==> src/rtl/id_stage_if.sv <==
// ---------------------------------------------------------------------------
// id_stage_if -- decode-to-execute bus
//
// Carries one decoded operation from the decode stage (master) to execute
// (slave) over a valid/ready handshake.
//
//   ex_valid   master->slave  decoded op valid
//   ex_ready   slave->master  execute accepts the op
//   ex_cond    master->slave  condition field, instr[31:28]
//   ex_class   master->slave  0=DP, 1=LDST, 2=BRANCH, 3=UNDEF
//   ex_opcode  master->slave  DP: instr[24:21]; LDST: {P,U,B,L}; BRANCH: {3'b0,L}
//   ex_rd      master->slave  destination register (r14 for BL)
//   ex_we      master->slave  op writes ex_rd
//   ex_op_a    master->slave  operand A (Rn value)
//   ex_op_b    master->slave  operand B (Rm, or Rd for stores)
//   ex_imm     master->slave  instr[23:0]
//   ex_immf    master->slave  instr[25]
// ---------------------------------------------------------------------------
interface id_stage_if;
    logic        ex_valid;
    logic        ex_ready;
    logic [3:0]  ex_cond;
    logic [1:0]  ex_class;
    logic [3:0]  ex_opcode;
    logic [3:0]  ex_rd;
    logic        ex_we;
    logic [31:0] ex_op_a;
    logic [31:0] ex_op_b;
    logic [23:0] ex_imm;
    logic        ex_immf;

    modport master (
        output ex_valid, ex_cond, ex_class, ex_opcode, ex_rd, ex_we,
               ex_op_a, ex_op_b, ex_imm, ex_immf,
        input  ex_ready
    );

    modport slave (
        input  ex_valid, ex_cond, ex_class, ex_opcode, ex_rd, ex_we,
               ex_op_a, ex_op_b, ex_imm, ex_immf,
        output ex_ready
    );
endinterface

==> src/rtl/id_stage.sv <==
// ---------------------------------------------------------------------------
// id_stage -- decode / operand-fetch stage
//
// Decodes one 32-bit ARM-style instruction, drives the register-file read
// addresses, captures the operands one cycle later and hands a decoded op to
// execute. A 16-bit scoreboard blocks issue on RAW/WAW hazards against
// destinations that are still awaiting writeback.
//
// Ports
//   clk, rst_n           clock; synchronous active-low reset
//   instr, instr_valid   instruction word from fetch and its valid
//   instr_ready          instruction accepted this cycle (combinational)
//   pc_in                address of instr, sampled at accept
//   rd_addr1/2           register-file read addresses (combinational)
//   rd_data1/2           register-file data, valid the cycle after address
//   wb_we, wb_wa, wb_wd  writeback strobe, address and data
//   ex                   decoded-op bus to execute (id_stage_if.master)
//   sb_busy              scoreboard, one busy bit per register
//   stall_cnt            saturating count of cycles stalled on hazards
//
// Build option
//   ID_WB_BYPASS_EN  when defined, an instruction waiting on a register that
//                    is being written back this cycle issues immediately and
//                    takes the value from wb_wd instead of the register file.
// ---------------------------------------------------------------------------
module id_stage #(
    parameter logic [31:0] PC_OFFSET = 32'd8,
    parameter int          STALL_W   = 16
) (
    input  logic               clk,
    input  logic               rst_n,
    input  logic [31:0]        instr,
    input  logic               instr_valid,
    output logic               instr_ready,
    input  logic [31:0]        pc_in,
    output logic [3:0]         rd_addr1,
    output logic [3:0]         rd_addr2,
    input  logic [31:0]        rd_data1,
    input  logic [31:0]        rd_data2,
    input  logic               wb_we,
    input  logic [3:0]         wb_wa,
    input  logic [31:0]        wb_wd,
    id_stage_if.master         ex,
    output logic [15:0]        sb_busy,
    output logic [STALL_W-1:0] stall_cnt
);

    localparam logic [1:0] ST_IDLE = 2'd0;
    localparam logic [1:0] ST_READ = 2'd1;
    localparam logic [1:0] ST_HOLD = 2'd2;

    localparam logic [1:0] CLS_DP    = 2'd0;
    localparam logic [1:0] CLS_LDST  = 2'd1;
    localparam logic [1:0] CLS_BR    = 2'd2;
    localparam logic [1:0] CLS_UNDEF = 2'd3;

    typedef struct packed {
        logic [3:0]  cond;
        logic [1:0]  cls;
        logic [3:0]  opcode;
        logic [3:0]  rd;
        logic        we;
        logic [23:0] imm;
        logic        immf;
    } dec_t;

    logic [1:0]  state;
    dec_t        dec;
    dec_t        dec_l;
    logic        use_a;
    logic        use_b;
    logic [3:0]  ra_l;
    logic [3:0]  rb_l;
    logic [31:0] pc_l;
    logic [15:0] wb_mask;
    logic [15:0] set_mask;
    logic [15:0] busy_eff;
    logic        hazard;
    logic [31:0] op_a;
    logic [31:0] op_b;

    // ---------------- decode (purely from the incoming instruction) --------
    assign rd_addr1 = instr[19:16];

    // NOTE: every output of a combinational block gets a default first so no
    // path leaves it unassigned, which would otherwise infer a latch.
    always_comb begin
        dec.cond   = instr[31:28];
        dec.cls    = CLS_UNDEF;
        dec.opcode = 4'd0;
        dec.rd     = instr[15:12];
        dec.we     = 1'b0;
        dec.imm    = instr[23:0];
        dec.immf   = instr[25];
        use_a      = 1'b0;
        use_b      = 1'b0;
        rd_addr2   = instr[3:0];
        if (instr[27:25] == 3'b101) begin
            dec.cls    = CLS_BR;
            dec.opcode = {3'b000, instr[24]};
            dec.rd     = 4'd14;
            dec.we     = instr[24];
        end else if (instr[27:26] == 2'b00) begin
            dec.cls    = CLS_DP;
            dec.opcode = instr[24:21];
            // TST/TEQ/CMP/CMN only update flags
            dec.we     = (instr[24:23] != 2'b10);
            use_a      = 1'b1;
            use_b      = 1'b1;
        end else if (instr[27:26] == 2'b01) begin
            dec.cls    = CLS_LDST;
            dec.opcode = {instr[24], instr[23], instr[22], instr[20]};
            dec.we     = instr[20];
            use_a      = 1'b1;
            use_b      = !instr[20];
            // stores need the data register as operand B
            if (!instr[20]) rd_addr2 = instr[15:12];
        end
    end

    // ---------------- hazard detection -------------------------------------
    assign wb_mask  = wb_we ? (16'd1 << wb_wa) : 16'd0;

`ifdef ID_WB_BYPASS_EN
    assign busy_eff = sb_busy & ~wb_mask;
`else
    assign busy_eff = sb_busy;
`endif

    // A pending PC write blocks everything: nothing younger may issue on a
    // path that is about to be redirected.
    assign hazard = busy_eff[15]
                  | (use_a  && (rd_addr1 != 4'd15) && busy_eff[rd_addr1])
                  | (use_b  && (rd_addr2 != 4'd15) && busy_eff[rd_addr2])
                  | (dec.we && busy_eff[dec.rd]);

    assign instr_ready = (state == ST_IDLE) && instr_valid && !hazard;
    assign set_mask    = (instr_ready && dec.we) ? (16'd1 << dec.rd) : 16'd0;

    // ---------------- operand selection during READ ------------------------
`ifdef ID_WB_BYPASS_EN
    logic        byp_a;
    logic        byp_b;
    logic [31:0] byp_a_d;
    logic [31:0] byp_b_d;

    // The register file is written on the same edge it registers the read,
    // so a value arriving by writeback in the accept cycle is taken here.
    always_ff @(posedge clk) begin
        if (!rst_n) begin
            byp_a   <= 1'b0;
            byp_b   <= 1'b0;
            byp_a_d <= '0;
            byp_b_d <= '0;
        end else if (instr_ready) begin
            byp_a   <= wb_we && (wb_wa == rd_addr1);
            byp_b   <= wb_we && (wb_wa == rd_addr2);
            byp_a_d <= wb_wd;
            byp_b_d <= wb_wd;
        end
    end
`else
    logic unused_wb_wd;
    assign unused_wb_wd = ^wb_wd;
`endif

    always_comb begin
        op_a = rd_data1;
        op_b = rd_data2;
`ifdef ID_WB_BYPASS_EN
        if (byp_a) op_a = byp_a_d;
        if (byp_b) op_b = byp_b_d;
`endif
        // r15 never comes from the register file
        if (ra_l == 4'd15) op_a = pc_l + PC_OFFSET;
        if (rb_l == 4'd15) op_b = pc_l + PC_OFFSET;
    end

    // ---------------- state, scoreboard, execute bus -----------------------
    // NOTE: all sequential state uses non-blocking assignments so every
    // register samples its inputs from before the clock edge.
    always_ff @(posedge clk) begin
        if (!rst_n) begin
            state        <= ST_IDLE;
            sb_busy      <= '0;
            stall_cnt    <= '0;
            dec_l        <= '0;
            ra_l         <= '0;
            rb_l         <= '0;
            pc_l         <= '0;
            ex.ex_valid  <= 1'b0;
            ex.ex_cond   <= '0;
            ex.ex_class  <= '0;
            ex.ex_opcode <= '0;
            ex.ex_rd     <= '0;
            ex.ex_we     <= 1'b0;
            ex.ex_op_a   <= '0;
            ex.ex_op_b   <= '0;
            ex.ex_imm    <= '0;
            ex.ex_immf   <= 1'b0;
        end else begin
            // set after clear: a same-cycle set of one bit wins
            sb_busy <= (sb_busy & ~wb_mask) | set_mask;

            if ((state == ST_IDLE) && instr_valid && hazard && (stall_cnt != '1))
                stall_cnt <= stall_cnt + STALL_W'(1);

            case (state)
                ST_IDLE: begin
                    if (instr_ready) begin
                        dec_l <= dec;
                        ra_l  <= rd_addr1;
                        rb_l  <= rd_addr2;
                        pc_l  <= pc_in;
                        state <= ST_READ;
                    end
                end
                ST_READ: begin
                    ex.ex_valid  <= 1'b1;
                    ex.ex_cond   <= dec_l.cond;
                    ex.ex_class  <= dec_l.cls;
                    ex.ex_opcode <= dec_l.opcode;
                    ex.ex_rd     <= dec_l.rd;
                    ex.ex_we     <= dec_l.we;
                    ex.ex_op_a   <= op_a;
                    ex.ex_op_b   <= op_b;
                    ex.ex_imm    <= dec_l.imm;
                    ex.ex_immf   <= dec_l.immf;
                    state        <= ST_HOLD;
                end
                ST_HOLD: begin
                    if (ex.ex_ready) begin
                        ex.ex_valid <= 1'b0;
                        state       <= ST_IDLE;
                    end
                end
                default: state <= ST_IDLE;
            endcase
        end
    end

endmodule

==> src/flat_wrapper.sv <==
// flat-port wrapper written by rule: the top's interface ports become plain ports
module id_stage_flat 
#(
    parameter logic [31:0] PC_OFFSET = 32'd8,
    parameter int          STALL_W   = 16
)
  (clk, rst_n, instr, instr_valid, instr_ready, pc_in, rd_addr1, rd_addr2, rd_data1, rd_data2, wb_we, wb_wa, wb_wd, sb_busy, stall_cnt, ex_ex_valid, ex_ex_cond, ex_ex_class, ex_ex_opcode, ex_ex_rd, ex_ex_we, ex_ex_op_a, ex_ex_op_b, ex_ex_imm, ex_ex_immf, ex_ex_ready);
  id_stage_if ex_i ();
  input  logic clk;
  input  logic rst_n;
  input  logic [31:0] instr;
  input  logic instr_valid;
  output logic instr_ready;
  input  logic [31:0] pc_in;
  output logic [3:0] rd_addr1;
  output logic [3:0] rd_addr2;
  input  logic [31:0] rd_data1;
  input  logic [31:0] rd_data2;
  input  logic wb_we;
  input  logic [3:0] wb_wa;
  input  logic [31:0] wb_wd;
  output logic [15:0] sb_busy;
  output logic [STALL_W-1:0] stall_cnt;
  output wire logic [$bits(ex_i.ex_valid)-1:0] ex_ex_valid;
  output wire logic [$bits(ex_i.ex_cond)-1:0] ex_ex_cond;
  output wire logic [$bits(ex_i.ex_class)-1:0] ex_ex_class;
  output wire logic [$bits(ex_i.ex_opcode)-1:0] ex_ex_opcode;
  output wire logic [$bits(ex_i.ex_rd)-1:0] ex_ex_rd;
  output wire logic [$bits(ex_i.ex_we)-1:0] ex_ex_we;
  output wire logic [$bits(ex_i.ex_op_a)-1:0] ex_ex_op_a;
  output wire logic [$bits(ex_i.ex_op_b)-1:0] ex_ex_op_b;
  output wire logic [$bits(ex_i.ex_imm)-1:0] ex_ex_imm;
  output wire logic [$bits(ex_i.ex_immf)-1:0] ex_ex_immf;
  input wire logic [$bits(ex_i.ex_ready)-1:0] ex_ex_ready;
  assign ex_ex_valid = ex_i.ex_valid;
  assign ex_ex_cond = ex_i.ex_cond;
  assign ex_ex_class = ex_i.ex_class;
  assign ex_ex_opcode = ex_i.ex_opcode;
  assign ex_ex_rd = ex_i.ex_rd;
  assign ex_ex_we = ex_i.ex_we;
  assign ex_ex_op_a = ex_i.ex_op_a;
  assign ex_ex_op_b = ex_i.ex_op_b;
  assign ex_ex_imm = ex_i.ex_imm;
  assign ex_ex_immf = ex_i.ex_immf;
  assign ex_i.ex_ready = ex_ex_ready;
  id_stage #(.PC_OFFSET(PC_OFFSET), .STALL_W(STALL_W)) u_core (.clk(clk), .rst_n(rst_n), .instr(instr), .instr_valid(instr_valid), .instr_ready(instr_ready), .pc_in(pc_in), .rd_addr1(rd_addr1), .rd_addr2(rd_addr2), .rd_data1(rd_data1), .rd_data2(rd_data2), .wb_we(wb_we), .wb_wa(wb_wa), .wb_wd(wb_wd), .ex(ex_i), .sb_busy(sb_busy), .stall_cnt(stall_cnt));
endmodule
==> config.mk <==
export PLATFORM = sky130hd
export DESIGN_NAME = id_stage_flat
export DESIGN_NICKNAME = d
export VERILOG_FILES = /design/src/rtl/id_stage_if.sv /design/src/rtl/id_stage.sv /design/src/flat_wrapper.sv
export SDC_FILE = /design/constraint.sdc
export NUM_CORES = 1
export LEC_CHECK = 0
export ABC_AREA = 0
export BUFFER_PORTS_ARGS = -buffer_cell sky130_fd_sc_hd__buf_2
export CELL_PAD_IN_SITES_DETAIL_PLACEMENT = 0
export CELL_PAD_IN_SITES_GLOBAL_PLACEMENT = 1
export CORE_AREA = 4 4 158 199
export CTS_CLUSTER_SIZE = 40
export DETAILED_ROUTE_END_ITERATION = 8
export DIE_AREA = 0 0 162 203
export PLACE_DENSITY = 0.86
export SLEW_MARGIN = 20
export SYNTH_ARGS = -nofsm -noshare
export SYNTH_HDL_FRONTEND = slang
export SYNTH_SLANG_ARGS = --single-unit
==> constraint.sdc <==
create_clock -name clk -period 5.9 [get_ports clk]
set_input_delay 1.77 -clock clk [delete_from_list [all_inputs] [get_ports clk]]
set_output_delay 1.77 -clock clk [all_outputs]
set_load 0.1 [all_outputs]
==> summary.md <==
| Metric | Value |
|---|---|
| Outcome | `finished, final reports clean` |
| R2R Setup Slk | `approximately 2.6 ns` |
| Final ANT Viol Nets | `0` |
| Layout filler cell count | `3,161` |
| Final setup fails | `0` |
| Maxcap violations | `0` |
| Pwr Density | `around 320 mW/mm²` |
| Critical Path RT | `approximately 4.1 ns` |
| Slowest stage delay, CP | `0.41 ns` |
| Int Power | `about 0.0027 W` |
| Post-placement cell count | `about 1,800` |
| Clk pin slew, worst setup/hold paths | `0.06 ns` |
| Initial antenna violation count | `7` |
| DRC viols | `0` |
| Setup Fix Bufs, Post-CTS | `0` |
| Syn Inst Count | `between 1,000 and 1,500` |
| Initial DRC Count | `about 600` |
| Clk buf depth | `3` |
| Post-synth top flop | `dfxtp_1` |
| Avg Inst Size Synth | `7.88 µm²` |
| RSZ-0062 raised after global routing | `false` |
| Final slew viol count | `0` |
| Max-slew headroom | `28.1%` |
| Layout cells sized above 1 | `25.1%` |
| Hold Buf Count CTS | `0` |
| Sequential element share of the synthesized area | `44.6%` |
| PortBufs | `282` |
| Area Growth Syn to Fin | `26.5%` |
| Hold Vio Cnt, Final | `0` |
| Buf/Inv on CP | `4` |
| Number of synthesized register bits | `around 220` |
| Yosys warning count | `0` |
| Post-synth EDFFs | `0` |
| Die width | `162 µm` |
| Non-Filler Instances | `between 1,500 and 2,000` |
| Skew-Pair Late Insertion Delay | `0.51 ns` |
| Worst slack, placed | `between 0.15 and 0.2 ns` |
| Peak Freq | `0.174 GHz` |
| Crit path max-delay family | `buffers and inverters` |
| Crit path max-delay cell type | `a2111oi_4` |
| Combinational share of power | `around 17%` |
| Drt first pass iters | `5` |
| CP cell instances | `buf_2 -> nor3b_4 -> mux2i_2 -> inv_1 -> mux2i_1 -> a31oi_1 -> a2111oi_4 -> nand3_4 -> clkinvlp_4 -> buf_12` |
| Yosys top cell area share | `44.6%` |
| DR vias | `9,490` |
| CP Launch Type | `input pin` |
| Sw Ratio | `30.6%` |
| Setup TNS | `0 ns` |
| Syn nets | `1,397` |
| Die area | `0.0329 mm²` |
| Inserted Clock Buffers | `24` |
| Synthesized area | `0.00966 mm²` |
| Tmin final | `5.76 ns` |
| CTS tree | `built` |
| Synth top area cells | `dfxtp_1, nand2_1, nand3_1` |
| Tcrit/Tclk final | `between 90% and 100%` |
| # IOs | `315` |
| Via density | `5.07` |
| CTS Sinks | `215` |
| Avg WL per Cell | `roughly 17 µm` |
| CP endpoint kind | `output pin` |
| Critical Path AT | `3.99 ns` |
| Top cells by count, synth | `dfxtp_1, nand2_1, nor2_1` |
| Ys async rst share | `0%` |
| Worst Tran Pin Value | `1.08 ns` |
| Net switching power | `0.00118 W` |
| Yosys cell types | `55` |
| Starting Density | `32.5%` |
| Maximum VDD drop | `~0.16 mV` |
| Total Wirelength | `32.2 mm` |
| Routability congestion estimate | `0.865` |
| Core Rows | `a little over 70` |
| Die Y-Extent | `203 µm` |
| Area of the core | `0.0297 mm²` |
| Clock share of power | `approximately two fifths` |
| Critical Path Fanout Max | `4` |
| Min-delay worst type | `flip-flop to flip-flop` |
| CTS Root Cell | `clkbuf_16` |
| Final net count | `about 1,600` |
| HPWL Detailed | `23.0 mm` |
| Setup CP Type | `input pin to output pin` |
| CTS H-tree lvls | `1` |
| Sequential share of power | `41.0%` |
| Post_cts resized | `0` |
| Global route total overflow | `0` |
| Vias in the first global route | `8,936` |
| P_leak | `5.02 nW` |
| First-pass GRT wire length | `49.4 mm` |
| Clock skew after layout | `~0.011 ns` |
| All-layer global routing usage | `18.5%` |
| Largest net degree at the start of global routing | `96` |
| Final setup margin | `between 0.1 and 0.15 ns` |
| Synth area leader | `dfxtp_1` |
[metrics by stage]
step | power [W] | util, % | cell area (µm²) | hold WS, ns
4_1_cts | 0.00392 | 41.1 | 12200 | 0.445
3_3_place_gp | 0.00228 | 38.2 | 11300 | 0.437
3_5_place_dp | 0.00229 | 38.2 | 11300 | 0.444
6_report | 0.00386 | 41.2 | 12200 | 0.448
2_1_floorplan | 0.00211 | - | 9690 | 0.432
5_1_grt | 0.00404 | 41.1 | 12200 | 0.467
[sequential cells by signal (all words and copies together), names as in the netlist, 16 cells and up]
register,count
u_core.dec_l,37
u_core.ex.ex_op_a,32
u_core.ex.ex_op_b,32
u_core.pc_l,32
u_core.ex.ex_imm,24
u_core.sb_busy,16
u_core.stall_cnt,16
[power by group through the flow]
stage          registers, W  clock network (W)  logic, W
2_1_floorplan       0.00184                  0  0.000272
3_3_place_gp        0.00161                  0  0.000667
3_5_place_dp        0.00162                  0  0.000671
4_1_cts             0.00158            0.00166  0.000672
5_1_grt             0.00159            0.00173  0.000715
6_report            0.00158            0.00161  0.000666
[cell type report]
type | count | area, µm² | area share, %
sequential | 215 | 4300 | 35.2
tap | 401 | 502 | 4.11
antenna | 3 | 7.51 | 0.0615
clock buffer | 32 | 692 | 5.66
clock inverter | 12 | 169 | 1.38
multi-input combinational | 897 | 4920 | 40.3
timing repair buffer | 299 | 1560 | 12.8
inverter | 12 | 55.1 | 0.451
[tightest hold or removal path, stage by stage, from the launching register on]
cell,delay (ns)
dfxtp_1,0.31
nand2_1,0.05
a21oi_1,0.05
[placed cells by master (no fill, tap or decap), types with 6 or more instances in the layout]
cell type	instances
buf_2	280
nand2_1	215
dfxtp_1	215
nor2_1	122
nand3_1	113
a21oi_1	99
o21ai_0	95
a211oi_1	40
clkbuf_16	25
mux2i_1	24
buf_4	17
o31ai_1	16
xnor2_1	16
nand2b_1	16
nand4_1	14
xor2_1	14
o211ai_1	10
a311oi_1	10
o21ai_1	10
inv_1	9
and3_1	7
nor3_1	7
nand3b_1	6
mux4_2	6
[worst paths after layout]
kind,start,end,cells past startpoint
setup / recovery,instr[27],instr_ready,10
hold / removal,u_core.dec_l[4]$_SDFFE_PN0P_,u_core.ex.ex_imm[3]$_SDFFE_PN0P_,2
setup reg to reg,u_core.sb_busy[14]$_SDFF_PN0_,u_core.rb_l[2]$_SDFFE_PN0P_,11
hold reg to reg,u_core.dec_l[4]$_SDFFE_PN0P_,u_core.ex.ex_imm[3]$_SDFFE_PN0P_,2
[routing by layer]
layer | GRT usage, % | part of all wire (%) | up-vias | wire [µm]
met5 | 0 | 0.23 | - | 74
met4 | 5.62 | 2.6 | 10 | 838
met3 | 5.16 | 8.0 | 54 | 2580
met2 | 31.5 | 48 | 304 | 15300
met1 | 22.8 | 42 | 4391 | 13400
li1 | - | - | 4731 | -
[logic make-up (layout without fill, tap and decap cells)]
family	Yosys count	count (layout)	share of synthesized area, %
and+or+nand+nor	536	536	25.2
xor gates and xnor gates	30	30	2.72
other	0	3	0
DFF	215	215	44.6
AOI/OAI and AO/OA	295	295	18.2
muxes	34	34	4.37
buffers and inverters	114	355	4.72
adders and majority gates	2	2	0.259
No activity file was read; power rests on OpenSTA's default activity.
